[src/rtl/params_pkg.sv]
// Shared types and constants for the ACE snoop port: bus widths,
// AC snoop encodings, CR response bit positions and the port FSM states.
package params_pkg;

    localparam int unsigned SNOOP_ADD_BUS_WIDTH  = 32;
    localparam int unsigned SNOOP_DATA_BUS_WIDTH = 64;

    localparam int unsigned CR_DATA_XFER  = 0;
    localparam int unsigned CR_ERROR      = 1;
    localparam int unsigned CR_PASS_DIRTY = 2;
    localparam int unsigned CR_IS_SHARED  = 3;
    localparam int unsigned CR_WAS_UNIQUE = 4;

    typedef enum logic [3:0] {
        AC_READ_ONCE             = 4'b0000,
        AC_READ_SHARED           = 4'b0001,
        AC_READ_CLEAN            = 4'b0010,
        AC_READ_NOT_SHARED_DIRTY = 4'b0011,
        AC_READ_UNIQUE           = 4'b0111,
        AC_CLEAN_SHARED          = 4'b1000,
        AC_CLEAN_INVALID         = 4'b1001,
        AC_MAKE_INVALID          = 4'b1101,
        AC_DVM_COMPLETE          = 4'b1110,
        AC_DVM_MESSAGE           = 4'b1111
    } ace_ac_snoop_e;

    typedef enum logic [1:0] {
        IDLE    = 2'd0,
        SEND_AC = 2'd1,
        WAIT    = 2'd2,
        RESP    = 2'd3
    } snoop_port_state_e;

endpackage

[src/rtl/ace_snoop_port.sv]
// Interconnect-side snoop port for one ACE master: issues one snoop on AC,
// gathers CR and CD, forwards data beats and a summarised response.
module ace_snoop_port #(
    parameter int unsigned SNOOP_ADD_BUS_WIDTH  = params_pkg::SNOOP_ADD_BUS_WIDTH,
    parameter int unsigned SNOOP_DATA_BUS_WIDTH = params_pkg::SNOOP_DATA_BUS_WIDTH,
    parameter int unsigned CD_BEATS             = 4
) (
    input  logic                            aclk,
    input  logic                            arst,
    input  logic                            req_valid,
    output logic                            req_ready,
    input  logic [SNOOP_ADD_BUS_WIDTH-1:0]  req_addr,
    input  params_pkg::ace_ac_snoop_e       req_snoop,
    input  logic [2:0]                      req_prot,
    output logic                            ac_valid,
    input  logic                            ac_ready,
    output logic [SNOOP_ADD_BUS_WIDTH-1:0]  ac_addr,
    output params_pkg::ace_ac_snoop_e       ac_snoop,
    output logic [2:0]                      ac_prot,
    input  logic                            cr_valid,
    output logic                            cr_ready,
    input  logic [4:0]                      cr_resp,
    input  logic                            cd_valid,
    output logic                            cd_ready,
    input  logic [SNOOP_DATA_BUS_WIDTH-1:0] cd_data,
    input  logic                            cd_last,
    output logic                            dat_valid,
    input  logic                            dat_ready,
    output logic [SNOOP_DATA_BUS_WIDTH-1:0] dat_data,
    output logic                            dat_last,
    output logic                            rsp_valid,
    input  logic                            rsp_ready,
    output logic [4:0]                      rsp_resp,
    output logic                            rsp_err
);
    import params_pkg::*;

    localparam int unsigned      CNT_W      = $clog2(CD_BEATS) + 1;
    localparam logic [CNT_W-1:0] BEATS_FULL = CNT_W'(CD_BEATS);
    localparam logic [CNT_W-1:0] BEAT_LAST  = CNT_W'(CD_BEATS - 1);

    snoop_port_state_e              state_q, state_d;
    logic [SNOOP_ADD_BUS_WIDTH-1:0] addr_q, addr_d;
    ace_ac_snoop_e                  snoop_q, snoop_d;
    logic [2:0]                     prot_q, prot_d;
    logic [4:0]                     cr_q, cr_d;
    logic                           cr_got_q, cr_got_d;
    logic                           err_q, err_d;
    logic [CNT_W-1:0]               beat_cnt_q, beat_cnt_d;

    logic in_wait, cr_hs, cd_hs, cd_drop;

    assign in_wait   = (state_q == WAIT);
    assign req_ready = (state_q == IDLE);
    assign ac_valid  = (state_q == SEND_AC);
    assign rsp_valid = (state_q == RESP);
    assign cr_ready  = in_wait && !cr_got_q;
    assign cd_ready  = in_wait && dat_ready;
    assign cr_hs     = cr_valid && cr_ready;
    assign cd_hs     = cd_valid && cd_ready;

    // A beat is stray when it rides with or follows a no-data CR, or would overflow the line.
    assign cd_drop   = (cr_got_q && !cr_q[CR_DATA_XFER])
                     || (cr_hs && !cr_resp[CR_DATA_XFER])
                     || (beat_cnt_q == BEATS_FULL);

    assign dat_valid = in_wait && cd_valid && !cd_drop;
    assign dat_data  = cd_data;
    assign dat_last  = (beat_cnt_q == BEAT_LAST);
    assign ac_addr   = addr_q;
    assign ac_snoop  = snoop_q;
    assign ac_prot   = prot_q;
    assign rsp_resp  = cr_q;
    assign rsp_err   = err_q;

    always_comb begin
        state_d    = state_q;
        addr_d     = addr_q;
        snoop_d    = snoop_q;
        prot_d     = prot_q;
        cr_d       = cr_q;
        cr_got_d   = cr_got_q;
        err_d      = err_q;
        beat_cnt_d = beat_cnt_q;
        case (state_q)
            IDLE: begin
                if (req_valid) begin
                    addr_d     = req_addr;
                    snoop_d    = req_snoop;
                    prot_d     = req_prot;
                    cr_d       = '0;
                    cr_got_d   = 1'b0;
                    err_d      = 1'b0;
                    beat_cnt_d = '0;
                    state_d    = SEND_AC;
                end
            end
            SEND_AC: begin
                if (ac_ready) state_d = WAIT;
            end
            WAIT: begin
                if (cr_hs) begin
                    cr_got_d = 1'b1;
                    cr_d     = cr_resp;
                    if (cr_resp[CR_ERROR]) err_d = 1'b1;
                end
                if (cd_hs) begin
                    if (cd_drop) begin
                        err_d = 1'b1;
                    end else begin
                        beat_cnt_d = beat_cnt_q + 1'b1;
                        if (cd_last != dat_last) err_d = 1'b1;
                    end
                end
                // Completion is judged on this cycle's captures so CR and the final beat may coincide.
                if (cr_got_d && (!cr_d[CR_DATA_XFER] || beat_cnt_d == BEATS_FULL))
                    state_d = RESP;
            end
            RESP: begin
                if (rsp_ready) state_d = IDLE;
            end
            default: state_d = IDLE;
        endcase
    end

    always_ff @(posedge aclk) begin
        if (arst) begin
            state_q    <= IDLE;
            addr_q     <= '0;
            snoop_q    <= AC_READ_ONCE;
            prot_q     <= '0;
            cr_q       <= '0;
            cr_got_q   <= 1'b0;
            err_q      <= 1'b0;
            beat_cnt_q <= '0;
        end else begin
            state_q    <= state_d;
            addr_q     <= addr_d;
            snoop_q    <= snoop_d;
            prot_q     <= prot_d;
            cr_q       <= cr_d;
            cr_got_q   <= cr_got_d;
            err_q      <= err_d;
            beat_cnt_q <= beat_cnt_d;
        end
    end

endmodule

[config.mk]
export PLATFORM = sky130hd
export DESIGN_NAME = ace_snoop_port
export DESIGN_NICKNAME = d
export VERILOG_FILES = /design/src/rtl/params_pkg.sv /design/src/rtl/ace_snoop_port.sv
export SDC_FILE = /design/constraint.sdc
export NUM_CORES = 1
export LEC_CHECK = 0
export CAP_MARGIN = 20
export CORE_AREA = 2 2 89 91
export CTS_BUF_LIST = sky130_fd_sc_hd__clkbuf_8
export CTS_CLUSTER_DIAMETER = 60
export DETAILED_ROUTE_END_ITERATION = 8
export DIE_AREA = 0 0 91 93
export HOLD_SLACK_MARGIN = 0.06
export PLACE_DENSITY = 0.88
export SLEW_MARGIN = 40
export SYNTH_ARGS = -nofsm -noshare
export SYNTH_HDL_FRONTEND = slang
export SYNTH_SLANG_ARGS = --single-unit
[constraint.sdc]
create_clock -name aclk -period 3.5 [get_ports aclk]
set_input_delay 0.35 -clock aclk [delete_from_list [all_inputs] [get_ports aclk]]
set_output_delay 0.35 -clock aclk [all_outputs]
set_load 0.02 [all_outputs]
==> results.cfg, run 1 <==
[logic_synthesis]
synth_area_leader_cell = dfxtp_1
yosys_most_used_dff = dfxtp_1
netlist_top_cells_area = dfxtp_1, buf_4, nand2_1
synthCells = 329
synth_top_family_by_area = buffers and inverters
synth.distinct_cells = 31
synthTopCellsByCount = nand2_1, buf_4, dfxtp_1
syn_nets = 454
synth_compound_area_share_pct = 13.50
ys_async_sr_fraction_pct = 0
ys_ff_latch = 51
ys_seq_area_share_pct = 39.48
synth-edff-count = 0
synth-adder-area-share_pct = 3.870
post_synth_and_or_nand_nor_area_fraction_pct = 19.45
synth_most_common_cell = nand2_1
synth.area.mux_share_pct = 1.209
syn_area_per_cell_sq_um = 7.861
netlist_area_sq_um = 2586
synth_xor_area_share_pct = 0.3387
yosysWarnings = 0
yosys.area.top_type_share_pct = 39.48

[setup_path]
path_depth = 6
worstPathCellList = inv_1, ha_1, nand3b_4, o211ai_1, nor2_1, clkdlybuf4s50_1
r2r_start = state_q[0]
endpoint_kind = output pin
worst_setup_path_start_kind = flip-flop
reg2reg_depth = 7
endpoint = dat_valid
critPathKind = flip-flop to output pin
path_buf_inv = 2
worstSetupStartpoint = state_q[0]
crit_required_ns = 3.15
arrival_ns = 2.19
crit_fanout = 12
path_delay_family = buffers and inverters
crit_slowest_cell = clkdlybuf4s50_1
regToRegSetupSlack_ns = 1.42
r2r-end = state_q[1]
cp_slowest_stage_delay_ns = 0.54

[power]
power_frac_comb_pct = 44.9
ir_drop_mv = 0.2083
p_seq_share_pct = 38.1
sw_frac_of_total_pct = 38.15
internal-power_uw = 1181
power_uw = 1909
total_leakage_power_uw = 0.001222
pwr_density_cell_nw_per_um2 = 576.4
power_switching_uw = 728.2
clkPwrFrac_pct = 17.0

[finish]
antennaDiodeCount = 0
syn_to_final_growth_pct = 28.06
fin_nets = 487
final_layout_size_suffix_gt1_share_pct = 5.510
fin_cells = 465

[timing]
hold_viol = 0
layout_min_cycle_time_ns = 2.538
rsz0062_at_grt = false
relSlewSlack_pct = 64.52
max_freq_mhz = 394.1
timing.final.max_slew_violations = 0
skew_ns = 0.003758
final.setup.tns_ns = 0
timing.hold.ws_ns = 0.4567
fin_crit_sh_pct = 72.51
worstMarginPinSlew_ns = 0.5321
setup_viol = 0

[drt]
viasPerCell = 4.723
wirelength_mm = 6.486
ant_nets = 0
num_vias = 2196
wire_per_inst_um = 13.95
route.detailed.drc = 0
dr.first_iter.drc_count = 76
first_pass_iters = 4

[global_routing]
grt_pass1_wl_mm = 10.41
antenna_found_initial = 0
grt_max_degree = 53
grt_usage_pct = 15.16
grt_overflow = 0
grt_pass1_vias = 2269

[floorplanning]
die_w_um = 91
pin_count = 233
num_rows = 32
start_util_pct = 34.36
dieArea_sq_um = 8463
core_area_sq_um = 7527
fp.dieH_um = 93

[place]
place_congestion = 0.8354
dpl.cell_count = 457
dp_hpwl_mm = 4.953
portBuffers = 104

[clock_network]
numCtsBuffers = 5
ctsResizeCount = 0
cts_buffer_depth = 2
clk_pin_slew_ns = 0.09
hold_buffers = 0
post_cts_buffers = 0
numClockSinks = 51
cts_tree = built
h-tree-depth = 2
clk_latency_ns = 0.29
cts_root_buf = clkbuf_8

[min_path]
min_path_type = flip-flop to flip-flop

[flow_run]
cap_viol_max_count = 0

[run_status]
status = finished clean
[logic make-up after synthesis]
family,Yosys count
AND/OR/NAND/NOR,119
AO/OA/AOI/OAI,59
XOR/XNOR,1
adder cells (fa/ha/maj),8
multiplexers,3
buffers and inverters,88
flip-flops,51
[worst min path at each step]
stage,depth (start not counted),to,slack (ns),startpoint
2_1_floorplan,2,beat_cnt_q[0],0.46,beat_cnt_q[0]
5_1_grt,2,ac_addr[26],0.48,ac_addr[26]
6_report,2,ac_addr[9],0.46,ac_addr[9]
3_5_place_dp,2,ac_addr[11],0.45,ac_addr[11]
3_3_place_gp,2,ac_snoop[0],0.44,ac_snoop[0]
4_1_cts,2,ac_addr[11],0.46,ac_addr[11]
[worst register-to-register path: stages, from the launching register on]
cell	delay, ns
dfxtp_1	0.35
inv_1	0.11
ha_1	0.44
and3_1	0.31
o2111ai_4	0.16
mux2i_1	0.15
a31oi_1	0.28
mux2i_1	0.21
[power groups by stage]
stage,combinational (uW),sequential [uW],clock [uW]
2_1_floorplan,513,833,0
3_3_place_gp,836,734,0
3_5_place_dp,859,741,0
4_1_cts,861,728,340
5_1_grt,939,740,361
6_report,857,727,324
[metal layers]
layer  global-route usage [%]  part of all wire [%]  vias to the layer above
met4                    6.944                   2.5                        0
li1                         -                     -                     1060
met1                    15.43                    37                     1008
met5                        0                     0                        -
met2                    27.47                    51                       98
met3                    5.802                   9.6                       30
[sequential cells by signal, summed over array words and instances (netlist names)]
register    count
ac_addr        32
ac_prot         3
ac_snoop        4
beat_cnt_q      3
cr_got_q        1
rsp_err         1
rsp_resp        5
state_q         2
[cell usage in the layout (no fill, tap or decap), types with 2 or more instances in the layout]
cell type,instances
clkdlybuf4s50_1,103
nand2_1,91
dfxtp_1,51
a21oi_1,48
ha_1,8
inv_1,7
nor2_1,7
nand3_1,6
nand2b_1,5
clkbuf_8,5
nor3_1,3
clkinv_2,3
buf_4,3
o211ai_1,2
mux2i_1,2
a22oi_1,2
[area by class of cell]
type / instances / area [sq um]
clock inverter: 3 / 15.01
sequential: 51 / 1021
inverter: 8 / 30.03
fill: 759 / 4215
timing repair buffer: 106 / 1054
tap: 102 / 127.6
multi-input combinational: 190 / 996.0
clock buffer: 5 / 68.82
[metrics by stage]
step / setup WS, ns / util (%) / instance area (sq um)
after floorplan: 1.860 / - / 2586
after global placement: 1.299 / 42.80 / 3222
after detailed placement: 1.270 / 42.84 / 3224
after CTS: 0.9481 / 43.95 / 3308
after global routing: 0.8157 / 44.00 / 3312
final: 0.9623 / 44.00 / 3312
Power figures use the tool's default switching activity.
==> inputs of run 2 (changes only) <==
--- a/config.mk
+++ b/config.mk
@@ -6,13 +6,13 @@
 export NUM_CORES = 1
 export LEC_CHECK = 0
 export CAP_MARGIN = 20
-export CORE_AREA = 2 2 89 91
+export CORE_MARGIN = 1
+export CORE_UTILIZATION = 32
 export CTS_BUF_LIST = sky130_fd_sc_hd__clkbuf_8
 export CTS_CLUSTER_DIAMETER = 60
 export DETAILED_ROUTE_END_ITERATION = 8
-export DIE_AREA = 0 0 91 93
 export HOLD_SLACK_MARGIN = 0.06
-export PLACE_DENSITY = 0.88
+export PLACE_DENSITY = 0.83
 export SLEW_MARGIN = 40
 export SYNTH_ARGS = -nofsm -noshare
 export SYNTH_HDL_FRONTEND = slang
==> constraint.sdc (replaced) <==
create_clock -name aclk -period 2.5 [get_ports aclk]
set_input_delay 0.25 -clock aclk [delete_from_list [all_inputs] [get_ports aclk]]
set_output_delay 0.25 -clock aclk [all_outputs]
set_load 0.02 [all_outputs]
==> results.cfg, run 2 (synthesized netlist as in run 1, its figures left out) <==
[run_status]
status = finished clean

[floorplanning]
dieArea_sq_um = 8446
num_rows = 32
die_w_um = 91.90
core_area_sq_um = 7767
fp.dieH_um = 91.90
pin_count = 233
start_util_pct = 33.30

[setup_path]
crit_fanout = 12
worst_setup_path_start_kind = flip-flop
crit_slowest_cell = clkdlybuf4s50_1
arrival_ns = 2.07
path_buf_inv = 2
worstPathCellList = inv_1, ha_2, nand3b_4, o211ai_1, nor2_1, clkdlybuf4s50_1
endpoint_kind = output pin
path_delay_family = buffers and inverters
critPathKind = flip-flop to output pin
cp_slowest_stage_delay_ns = 0.54
crit_required_ns = 2.25

[timing]
setup_viol = 0
max_freq_mhz = 430.7
rsz0062_at_grt = false
fin_crit_sh_pct = 92.88
hold_viol = 0
worstMarginPinSlew_ns = 0.6120
layout_min_cycle_time_ns = 2.322
timing.final.max_slew_violations = 0
final.setup.tns_ns = 0
relSlewSlack_pct = 59.20
skew_ns = 0.002969

[drt]
ant_nets = 0
num_vias = 2155
wirelength_mm = 6.366
wire_per_inst_um = 13.60
dr.first_iter.drc_count = 71
viasPerCell = 4.605
route.detailed.drc = 0
first_pass_iters = 4

[global_routing]
grt_usage_pct = 15.18
antenna_found_initial = 0
grt_overflow = 0
grt_pass1_vias = 2129
grt_max_degree = 34
grt_pass1_wl_mm = 10.19

[flow_run]
cap_viol_max_count = 0

[clock_network]
cts_tree = built
clk_pin_slew_ns = 0.09
cts_buffer_depth = 2
post_cts_buffers = 0
numCtsBuffers = 5
h-tree-depth = 2
numClockSinks = 51
cts_root_buf = clkbuf_8
clk_latency_ns = 0.30

[power]
total_leakage_power_uw = 0.001231
ir_drop_mv = 0.2996
power_uw = 2696
pwr_density_cell_nw_per_um2 = 809.1

[finish]
syn_to_final_growth_pct = 28.83
final_layout_size_suffix_gt1_share_pct = 5.738
final_common_cell = clkdlybuf4s50_1
antennaDiodeCount = 0
final_util_pct = 42.90
mostFrequentLayoutCells = clkdlybuf4s50_1, nand2_1, dfxtp_1
nFillCells = 789
fin_nets = 490
largest_register_ffs = 32

[place]
place_congestion = 0.8142
portBuffers = 104
dp_hpwl_mm = 4.969

[min_path]
min_path_type = input port to flip-flop
==> run 2: changes by cell type in the layout (fill, tap and decap cells not counted), sizes merged <==
cell | before | now
clkinvlp | 0 | 1
clkinv | 3 | 1
inv | 8 | 9
buf | 3 | 6
==> run 2: metal layers <==
layer / up-vias / GRT usage, % / part of all wire [%]
met3: 22 / 4.561 / 7.9
met4: 0 / 6.120 / 2.1
li1: 1066 / - / -
met5: - / 0 / 0
met2: 97 / 27.30 / 52
met1: 970 / 16.54 / 38
==> run 2: final cells by class <==
class                   instances  area [sq um]  share of cell area [%]
well taps                     102         127.6                   3.830
clock buffers                   5         68.82                   2.065
clock inverters                 3         16.27                  0.4882
flip-flops and latches         51          1021                   30.64
inverters                       8         30.03                  0.9012
repair buffers                109          1074                   32.22
multi-input cells             190         994.7                   29.85
==> run 2: metrics by stage <==
stage	hold WS (ns)	worst slack, ns	cells	instance area (sq um)
5_1_grt	0.4604	0.06464	468	3332
3_5_place_dp	0.4494	0.3840	460	3244
2_1_floorplan	0.3860	0.8603	329	2586
4_1_cts	0.4459	0.04419	468	3329
3_3_place_gp	0.4406	0.4212	460	3244
6_report	0.4497	0.1781	468	3332
==> run 2: worst reg2reg max path: stages (launching register included) <==
cell and delay, ns:
dfxtp_1 0.35, inv_1 0.11, ha_2 0.34, and3_1 0.28, o2111ai_4 0.17, mux2i_1 0.16
a31oi_1 0.27, mux2i_1 0.21
==> run 2: what timing repair did <==
item / 4_1_cts / 5_1_grt
setup endpoints to repair: 0 / 1
hold buffers: 0 / 0
resized for setup: 0 / 1
==> run 2: power by group <==
part | internal, uW | leakage (uW) | switching [uW]
Sequential | 943 | 0.000417 | 73.3
Combinational | 533 | 0.000768 | 678
Clock | 192 | 0.0000453 | 277
==> run 2: worst paths after layout <==
kind                             startpoint            end  slack (ns)  cells after the start
worst max-delay path             state_q[0]      dat_valid        0.18                      6
worst min-delay path                   arst  beat_cnt_q[1]        0.45                      2
worst max register to register   state_q[0]     state_q[1]        0.56                      7
worst min register to register  ac_addr[27]    ac_addr[27]        0.46                      2
